`config.mk`:
```
export PLATFORM = sky130hd
export DESIGN_NAME = coherence_arbiter
export DESIGN_NICKNAME = d
export VERILOG_FILES = /design/src/rtl/cpu_types_pkg.sv /design/src/rtl/coherence_arbiter_rr_arbiter.sv /design/src/rtl/coherence_arbiter.sv
export SDC_FILE = /design/constraint.sdc
export NUM_CORES = 1
export LEC_CHECK = 0
export ABC_CLOCK_PERIOD_IN_PS = 3500
export CORE_AREA = 3 3 143 145
export CTS_BUF_LIST = sky130_fd_sc_hd__clkbuf_8 sky130_fd_sc_hd__clkbuf_16
export DETAILED_ROUTE_END_ITERATION = 10
export DIE_AREA = 0 0 146 148
export DONT_BUFFER_PORTS = 1
export PLACE_DENSITY_LB_ADDON = 0.3
export SETUP_SLACK_MARGIN = 0.5
export SYNTH_ARGS = -nofsm -noshare
export SYNTH_HDL_FRONTEND = slang
export SYNTH_SLANG_ARGS = --single-unit
```
`constraint.sdc`:
```
create_clock -name CLK -period 3.5 [get_ports CLK]
set_input_delay 0.525 -clock CLK [delete_from_list [all_inputs] [get_ports CLK]]
set_output_delay 0.525 -clock CLK [all_outputs]
set_load 0.02 [all_outputs]
```
`src/rtl/cpu_types_pkg.sv`:
```
// Shared types for the snooping coherence arbiter: memory status, FSM state, address helper.
// No logic, no latency.
// No flow control; types only.
package cpu_types_pkg;

  // Memory port status as reported by the RAM controller
  typedef enum logic [1:0] {
    FREE   = 2'd0,
    BUSY   = 2'd1,
    ACCESS = 2'd2,
    ERROR  = 2'd3
  } ramstate_t;

  // Arbiter transaction phases
  typedef enum logic [1:0] {
    IDLE  = 2'd0,
    SNOOP = 2'd1,
    XFER  = 2'd2,
    MEM   = 2'd3
  } arb_state_t;

  // Byte address of word k inside a block; wraps modulo 2^32
  function automatic logic [31:0] word_addr(input logic [31:0] base, input logic [1:0] k);
    return base + {28'd0, k, 2'b00};
  endfunction

endpackage

```
`src/rtl/coherence_arbiter_rr_arbiter.sv`:
```
// Round-robin pick: first asserted request at or after the pointer, wrapping.
// Purely combinational, zero latency.
// No backpressure; the caller decides when the grant is consumed.
module rr_arbiter #(
  parameter int N  = 2,
  parameter int IW = (N > 1) ? $clog2(N) : 1
) (
  input  logic [N-1:0]  req,
  input  logic [IW-1:0] ptr,
  output logic [N-1:0]  gnt,
  output logic [IW-1:0] idx,
  output logic          vld
);

  localparam logic [IW:0] NWRAP = (IW+1)'(N);

  // Scan from the pointer upward, wrapping at N, and stop at the first requester
  always_comb begin
    logic [IW:0]   sum;
    logic [IW-1:0] cand;
    gnt  = '0;
    idx  = '0;
    vld  = 1'b0;
    sum  = '0;
    cand = '0;
    for (int i = 0; i < N; i++) begin
      sum = {1'b0, ptr} + (IW+1)'(i);
      if (sum >= NWRAP) sum = sum - NWRAP;
      cand = sum[IW-1:0];
      if (!vld && req[cand]) begin
        vld       = 1'b1;
        idx       = cand;
        gnt[cand] = 1'b1;
      end
    end
  end

endmodule

```
`src/rtl/coherence_arbiter.sv`:
```
// Bus arbiter for snooping caches: grants one requester, snoops the others, fills from a peer or memory.
// Latency: 1 cycle arbitration + 1 cycle snoop + one RAM ACCESS cycle per block word.
// Stalls the requester via dwait while RAM is BUSY/ERROR; other requests wait in IDLE.
module coherence_arbiter
  import cpu_types_pkg::*;
#(
  parameter int NCORES      = 2,
  parameter int BLOCK_WORDS = 2
) (
  input  logic                     CLK,
  input  logic                     nRST,
  input  logic [NCORES-1:0]        cctrans,
  input  logic [NCORES-1:0]        ccwrite,
  input  logic [NCORES-1:0][31:0]  daddr,
  input  logic [NCORES-1:0][31:0]  dstore,
  output logic [NCORES-1:0]        dwait,
  output logic [NCORES-1:0][31:0]  dload,
  output logic [NCORES-1:0]        ccwait,
  output logic [NCORES-1:0]        ccinv,
  output logic [NCORES-1:0][31:0]  ccsnoopaddr,
  input  ramstate_t                ramstate,
  input  logic [31:0]              ramload,
  output logic                     ramREN,
  output logic                     ramWEN,
  output logic [31:0]              ramaddr,
  output logic [31:0]              ramstore,
  output logic                     c2c,
  output logic [NCORES-1:0]        grant
);

  localparam int            IW    = (NCORES > 1) ? $clog2(NCORES) : 1;
  localparam logic [1:0]    KLAST = 2'(BLOCK_WORDS - 1);
  localparam logic [IW-1:0] ILAST = IW'(NCORES - 1);

  arb_state_t        state;
  logic [IW-1:0]     rr;
  logic [1:0]        k;
  logic [IW-1:0]     req_idx;
  logic [IW-1:0]     sup_idx;
  logic [NCORES-1:0] gnt_q;
  logic              lwrite;
  logic [31:0]       laddr;

  logic [NCORES-1:0] arb_gnt;
  logic [IW-1:0]     arb_idx;
  logic              arb_vld;
  logic              sup_found;
  logic [IW-1:0]     sup_sel;
  logic [31:0]       cur_addr;
  logic              word_done;

  rr_arbiter #(.N(NCORES), .IW(IW)) u_rr (
    .req (cctrans),
    .ptr (rr),
    .gnt (arb_gnt),
    .idx (arb_idx),
    .vld (arb_vld)
  );

  assign cur_addr  = word_addr(laddr, k);
  // ERROR deliberately counts as not-ready, same as BUSY
  assign word_done = (ramstate == ACCESS);

  // Lowest-index peer holding the block Modified (snoop hit, not itself requesting)
  always_comb begin
    sup_found = 1'b0;
    sup_sel   = '0;
    for (int i = NCORES - 1; i >= 0; i--) begin
      if (IW'(i) != req_idx && ccwrite[i] && !cctrans[i]) begin
        sup_found = 1'b1;
        sup_sel   = IW'(i);
      end
    end
  end

  // Transaction FSM: arbitrate, snoop one cycle, then move BLOCK_WORDS words
  always_ff @(posedge CLK or negedge nRST) begin
    if (!nRST) begin
      state   <= IDLE;
      rr      <= '0;
      k       <= '0;
      req_idx <= '0;
      sup_idx <= '0;
      gnt_q   <= '0;
      lwrite  <= 1'b0;
      laddr   <= '0;
    end else begin
      case (state)
        IDLE: begin
          if (arb_vld) begin
            req_idx <= arb_idx;
            gnt_q   <= arb_gnt;
            lwrite  <= ccwrite[arb_idx];
            laddr   <= daddr[arb_idx];
            rr      <= (arb_idx == ILAST) ? '0 : arb_idx + 1'b1;
            state   <= SNOOP;
          end
        end
        SNOOP: begin
          sup_idx <= sup_sel;
          state   <= sup_found ? XFER : MEM;
        end
        XFER, MEM: begin
          if (word_done) begin
            if (k == KLAST) begin
              k     <= '0;
              state <= IDLE;
            end else begin
              k <= k + 2'd1;
            end
          end
        end
        default: state <= IDLE;
      endcase
    end
  end

  // Bus, cache-control and memory outputs decoded from the current phase
  always_comb begin
    dwait       = '1;
    dload       = '0;
    ccwait      = '0;
    ccinv       = '0;
    ccsnoopaddr = '0;
    ramREN      = 1'b0;
    ramWEN      = 1'b0;
    ramaddr     = '0;
    ramstore    = '0;
    c2c         = 1'b0;
    grant       = '0;
    case (state)
      SNOOP: begin
        grant = gnt_q;
        for (int i = 0; i < NCORES; i++) begin
          if (IW'(i) != req_idx) begin
            ccwait[i]      = 1'b1;
            ccinv[i]       = lwrite;
            ccsnoopaddr[i] = laddr;
          end
        end
      end
      XFER: begin
        grant                = gnt_q;
        c2c                  = 1'b1;
        ramWEN               = 1'b1;
        ramaddr              = cur_addr;
        ramstore             = dstore[sup_idx];
        dload[req_idx]       = dstore[sup_idx];
        dwait[req_idx]       = !word_done;
        ccwait[sup_idx]      = 1'b1;
        ccinv[sup_idx]       = lwrite;
        ccsnoopaddr[sup_idx] = cur_addr;
      end
      MEM: begin
        grant          = gnt_q;
        ramREN         = 1'b1;
        ramaddr        = cur_addr;
        dload[req_idx] = ramload;
        dwait[req_idx] = !word_done;
        for (int i = 0; i < NCORES; i++) begin
          if (IW'(i) != req_idx) begin
            ccwait[i]      = 1'b1;
            ccinv[i]       = lwrite;
            ccsnoopaddr[i] = cur_addr;
          end
        end
      end
      default: ;
    endcase
  end

endmodule

```
---- Word-level counts from Yosys, hierarchy flattened ----
Cells that the tools add are included.
cells by class
  add/sub/neg operators ................... 6
  order comparisons ....................... 11
  equal/unequal tests ..................... 8
  mux-type cells .......................... 58
  bitwise logic cells ..................... 8
  reductions and logical operators ........ 20
operators with widths
  kind                                                                           number
  32-bit 2-to-1 mux                                                              12
  64-bit AND                                                                     3
  64-bit case mux with 3 select lines                                            1
  64-bit case mux with 2 select lines                                            1
  32-bit demux with 1-bit select                                                 2
  32-bit by 4-bit adder with 32-bit output                                       1
  1-bit 2-to-1 mux                                                               27
  2-bit 2-to-1 mux                                                               8
  1-bit by 2-bit less-than comparator with 1-bit output (second input constant)  5
  1-bit logical AND                                                              9
  2-bit case mux with 2 select lines                                             2
  2-bit == test (second input constant)                                          3
  2-bit case mux with 3 select lines                                             1
  1-bit demux with 1-bit select                                                  4
  2-bit by 1-bit == test with 1-bit output (second input constant)               2
  1-bit greater-or-equal comparator (second input constant)                      4
  1-bit logical NOT                                                              4
  2-bit by 1-bit != test with 1-bit output (second input constant)               2
  2-bit OR                                                                       2
  2-bit AND reduction                                                            2
  2-bit OR reduction                                                             2
  3-bit AND reduction                                                            1
  3-bit OR reduction                                                             1
  1-bit by 1-bit adder with 2-bit output (second input constant)                 1
  other kinds (10)                                                               11
storage, ports and cells
  flip-flop bits (word level) ............. 42
  bits of input ports ..................... 168
  output and inout bits ................... 203
  logic and storage cells ................. 119

---- Logic depth before layout (Yosys ltp) ----
  depth in word-level cells ............... 10
  gate-level depth with buffers ........... 7
  gate-level depth less buffers ........... 6

---- By module ----
Synthesis repeated with hierarchy kept, for this count alone.
unflattened totals
  cell total of the unflattened synthesis .. 816
  area, all modules ....................... 5,461.5 µm²
by module, submodules not included
  module             times used  cells an instance  area each (µm²)  seq. area each (µm²)
  coherence_arbiter  1           811                5,429.0          1,051.0
  rr_arbiter         1           5                  32.5             0.0

---- Least setup slack after synthesis ----
Ideal clock, no wire load.
  path kind ............................... register to output
  start point ............................. register k[0]
  end point ............................... output ccsnoopaddr[24] (netlist name)
  arrival time ............................ 2.158 ns
  required time ........................... 2.975 ns
  path slack .............................. 0.817 ns
  stages on the path, launching flop included .. 7
  path buffers ............................ 0
  path through ............................ dfrtp_1 -> ha_1 -> fa_1 -> and4_4 -> and3_1 -> nand4_2 -> o31ai_1
RTL lines
  item                      line                      text
  start: declaration        coherence_arbiter.sv:37   logic [1:0] k;
  start signal: assignment  coherence_arbiter.sv:109  k <= k + 2'd1;
  end: declaration          coherence_arbiter.sv:20   output logic [NCORES-1:0][31:0] ccsnoopaddr,

==> results.sh <==
export IMPL_first_global_vias=6049
export IMPL_max_freq_mhz=339
export IMPL_worst_pin_slew_ns=0.702
export IMPL_async_reset_ff_share_pct=100
export IMPL_die_x_um=146
export IMPL_holdWs_ns=0.0547
export IMPL_dr_first_iter_drc_count=799
export IMPL_wl_per_cell_um=23.7
export IMPL_cts_made_buffers=5
export IMPL_yosysWarnings=0
export IMPL_synthFlopType="dfrtp_1"
export IMPL_synthesis_area_um2=5560
export IMPL_syn_num_nets=995
export IMPL_finalNonFillerCells=1161
export IMPL_cap_violations=0
export IMPL_crit_path_end_kind="output pin"
export IMPL_crit_path_top_delay_cell="dfrtp_1"
export IMPL_die_area_um2=21600
export IMPL_antenna_left=0
export IMPL_min_period_ns=2.95
export IMPL_final_cell_mix="buf_4, nand2_1, nor2_1"
export IMPL_grt_antenna_before_repair=3
export IMPL_yosysTopAreaCellShare_pct=18.9
export IMPL_remaining_drc_errors=0
export IMPL_vias=6841
export IMPL_synth_top_cell_by_area="dfrtp_1"
export IMPL_clock_latency_ns=0.31
export IMPL_critPathLaunchType="flip-flop"
export IMPL_ys_seq_area_share_pct=18.9
export IMPL_synth_area_per_cell_um2=6.74
export IMPL_cp_top_family="simple AND/OR/NAND/NOR gates"
export IMPL_core_rowCount=51
export IMPL_final_core_util_pct=36.1
export IMPL_rsz0062_at_grt="true"
export IMPL_gp_congestion=0.917
export IMPL_wl_um=27500
export IMPL_finalSetupViolations=0
export IMPL_clk_pin_slew_worst_paths_ns=0.07
export IMPL_cts_tree="built"
export IMPL_status="finished, final reports clean"
export IMPL_ys_ff_latch=42
export IMPL_synth_edf_count=0
export IMPL_viasPerCell=5.89
export IMPL_hold_viol=0
export IMPL_grtUsageTotal_pct=23.3
export IMPL_p_per_area_nw_per_um2=1150
export IMPL_grt_ovfl_total=0
export IMPL_dpl_cell_area_um2=6520
export IMPL_peakVddDrop_mv=0.463
export IMPL_cp_buffers_inverters=1
export IMPL_clockBufferDepth=2
export IMPL_core_area_um2=19300
export IMPL_portBuffers=0
export IMPL_grt_pass1_wl_um=38900
export IMPL_hpwlAfterDp_um=21200
export IMPL_maxSlewViolCount=0
export IMPL_period_share_pct=84.3
export IMPL_dr_pass1_iters=7
export IMPL_max_stage_delay_ns=0.61
export IMPL_numClockSinks=42
export IMPL_pin_count=371
export IMPL_synthTopCellsByArea="dfrtp_1, nand2_1, nor2_1"
export IMPL_cts_root_buf="clkbuf_16"
export IMPL_worstPathCellList="nand4_2, nor3_1, nand3_1, o31ai_1, buf_4"
export IMPL_num_nets_final=1064
export IMPL_area_growth_pct=25.6
export IMPL_final_setup_skew_ns=0.00731
export IMPL_die_h_um=148
export IMPL_cp_arrival_ns=2.43
export IMPL_fin_area_um2=6980
export IMPL_netlist_instances=824
export IMPL_hp_class="input port to asynchronous set/reset pin"
export IMPL_yosysUniqueCellTypes=64
export IMPL_mostFrequentLayoutCell="buf_4"
export IMPL_power_leakage_nw=3.00
export IMPL_worstPathRequired_ns=2.97
export IMPL_path_class="flip-flop to output pin"
export IMPL_slew_headroom_pct=53.0
export IMPL_crit_fanout=13
export IMPL_htree_levels=2
export IMPL_layout_drive_gt1_share_pct=25.2
export IMPL_grt_start_max_net_pins=44
export IMPL_fin_tns_setup_ns=0
export IMPL_start_util_pct=28.7
export IMPL_placed_cells=1135
## sequential cells by signal, indices dropped and copies added, names as in the netlist
register,flops
laddr,32
lwrite,1
gnt_q,2
req_idx,1
sup_idx,1
k,2
state,2
rr,1
## final cells by class
class / instances / area, um^2
diodes: 2 / 5.00
clock buffers: 5 / 125
clock inverters: 3 / 28.8
fillers: 2086 / 12400
inverters: 10 / 37.5
multi-input cells: 687 / 4230
flip-flops and latches: 42 / 1060
well taps: 265 / 332
repair buffers: 147 / 1160
## cell usage after synthesis, types with 3 or more instances
master,count
and2_1,14
or3_1,9
clkbuf_2,3
a21o_1,15
o22ai_1,3
buf_4,12
nand3_2,5
nand4_2,5
and3_1,10
nor2_1,118
inv_1,9
o21ai_0,79
dfrtp_1,42
xnor2_1,9
buf_1,3
and4_1,9
o211ai_1,6
o21ai_1,9
o311ai_1,7
nor4_1,4
nand3_1,25
nand2b_1,9
nand4_1,13
buf_2,29
mux2i_1,39
a22oi_1,30
nor3_1,21
a31oi_1,34
clkbuf_1,38
o31ai_1,12
a21oi_1,17
a22o_1,11
nand2_1,130
o311ai_0,5
## cells by family (layout without fill, tap and decap cells)
family,Yosys count,count (layout),share of synthesized area [%]
and+or+nand+nor,390,391,35.0
AOI/OAI and AO/OA,243,243,28.4
xor gates and xnor gates,11,11,1.73
muxes,39,39,7.02
adders and majority gates,3,3,0.810
buffers and inverters,96,165,8.15
other,0,2,0
DFF,42,42,18.9
## power by group
part           leakage [nW]  switching [mW]  internal [mW]
Sequential            0.511           0.618          0.717
Combinational          2.41            4.16           2.05
Clock                0.0763           0.237          0.274
## stage by stage
step	power, mW	worst slack [ns]
after floorplan	5.28	0.817
after global placement	7.30	0.693
after detailed placement	7.31	0.638
after CTS	7.93	0.487
after global routing	8.57	0.429
final	8.06	0.550
## routing by layer
| metal | share of wire (%) | global-route usage, % | up-vias |
|---|---|---|---|
| li1 | - | - | 3129 |
| met1 | 38 | 29.7 | 3232 |
| met2 | 49 | 39.4 | 431 |
| met3 | 9.9 | 5.64 | 47 |
| met4 | 3.1 | 6.82 | 2 |
| met5 | 0.047 | 0 | - |
## path summary, 6_finish.rpt
path | from | endpoint | slack (ns) | cells after the start
worst min-delay path | nRST | laddr[19] | 0.05 | 1
worst min register to register | gnt_q[0] | gnt_q[0] | 0.47 | 1
min in group CLK | daddr[17] | laddr[17] | 0.35 | 2
max in group asynchronous | nRST | state[0] | 3.21 | 1
worst max register to register | state[1] | laddr[21] | 1.46 | 5
worst max-delay path | laddr[14] | ccsnoopaddr[25] | 0.55 | 5
## what timing repair did
| item | in CTS | in global routing |
|---|---|---|
| buffers inserted | 5 | 8 |
| hold buffers | 1 | 0 |
| endpoints found under the hold margin | 42 | 0 |
| pin swaps | 4 | 5 |
| gates resized for setup | 20 | 25 |
| endpoints found under the setup margin | 49 | 48 |
| cloned | 1 | 1 |
(Power assumes the default switching activity.)
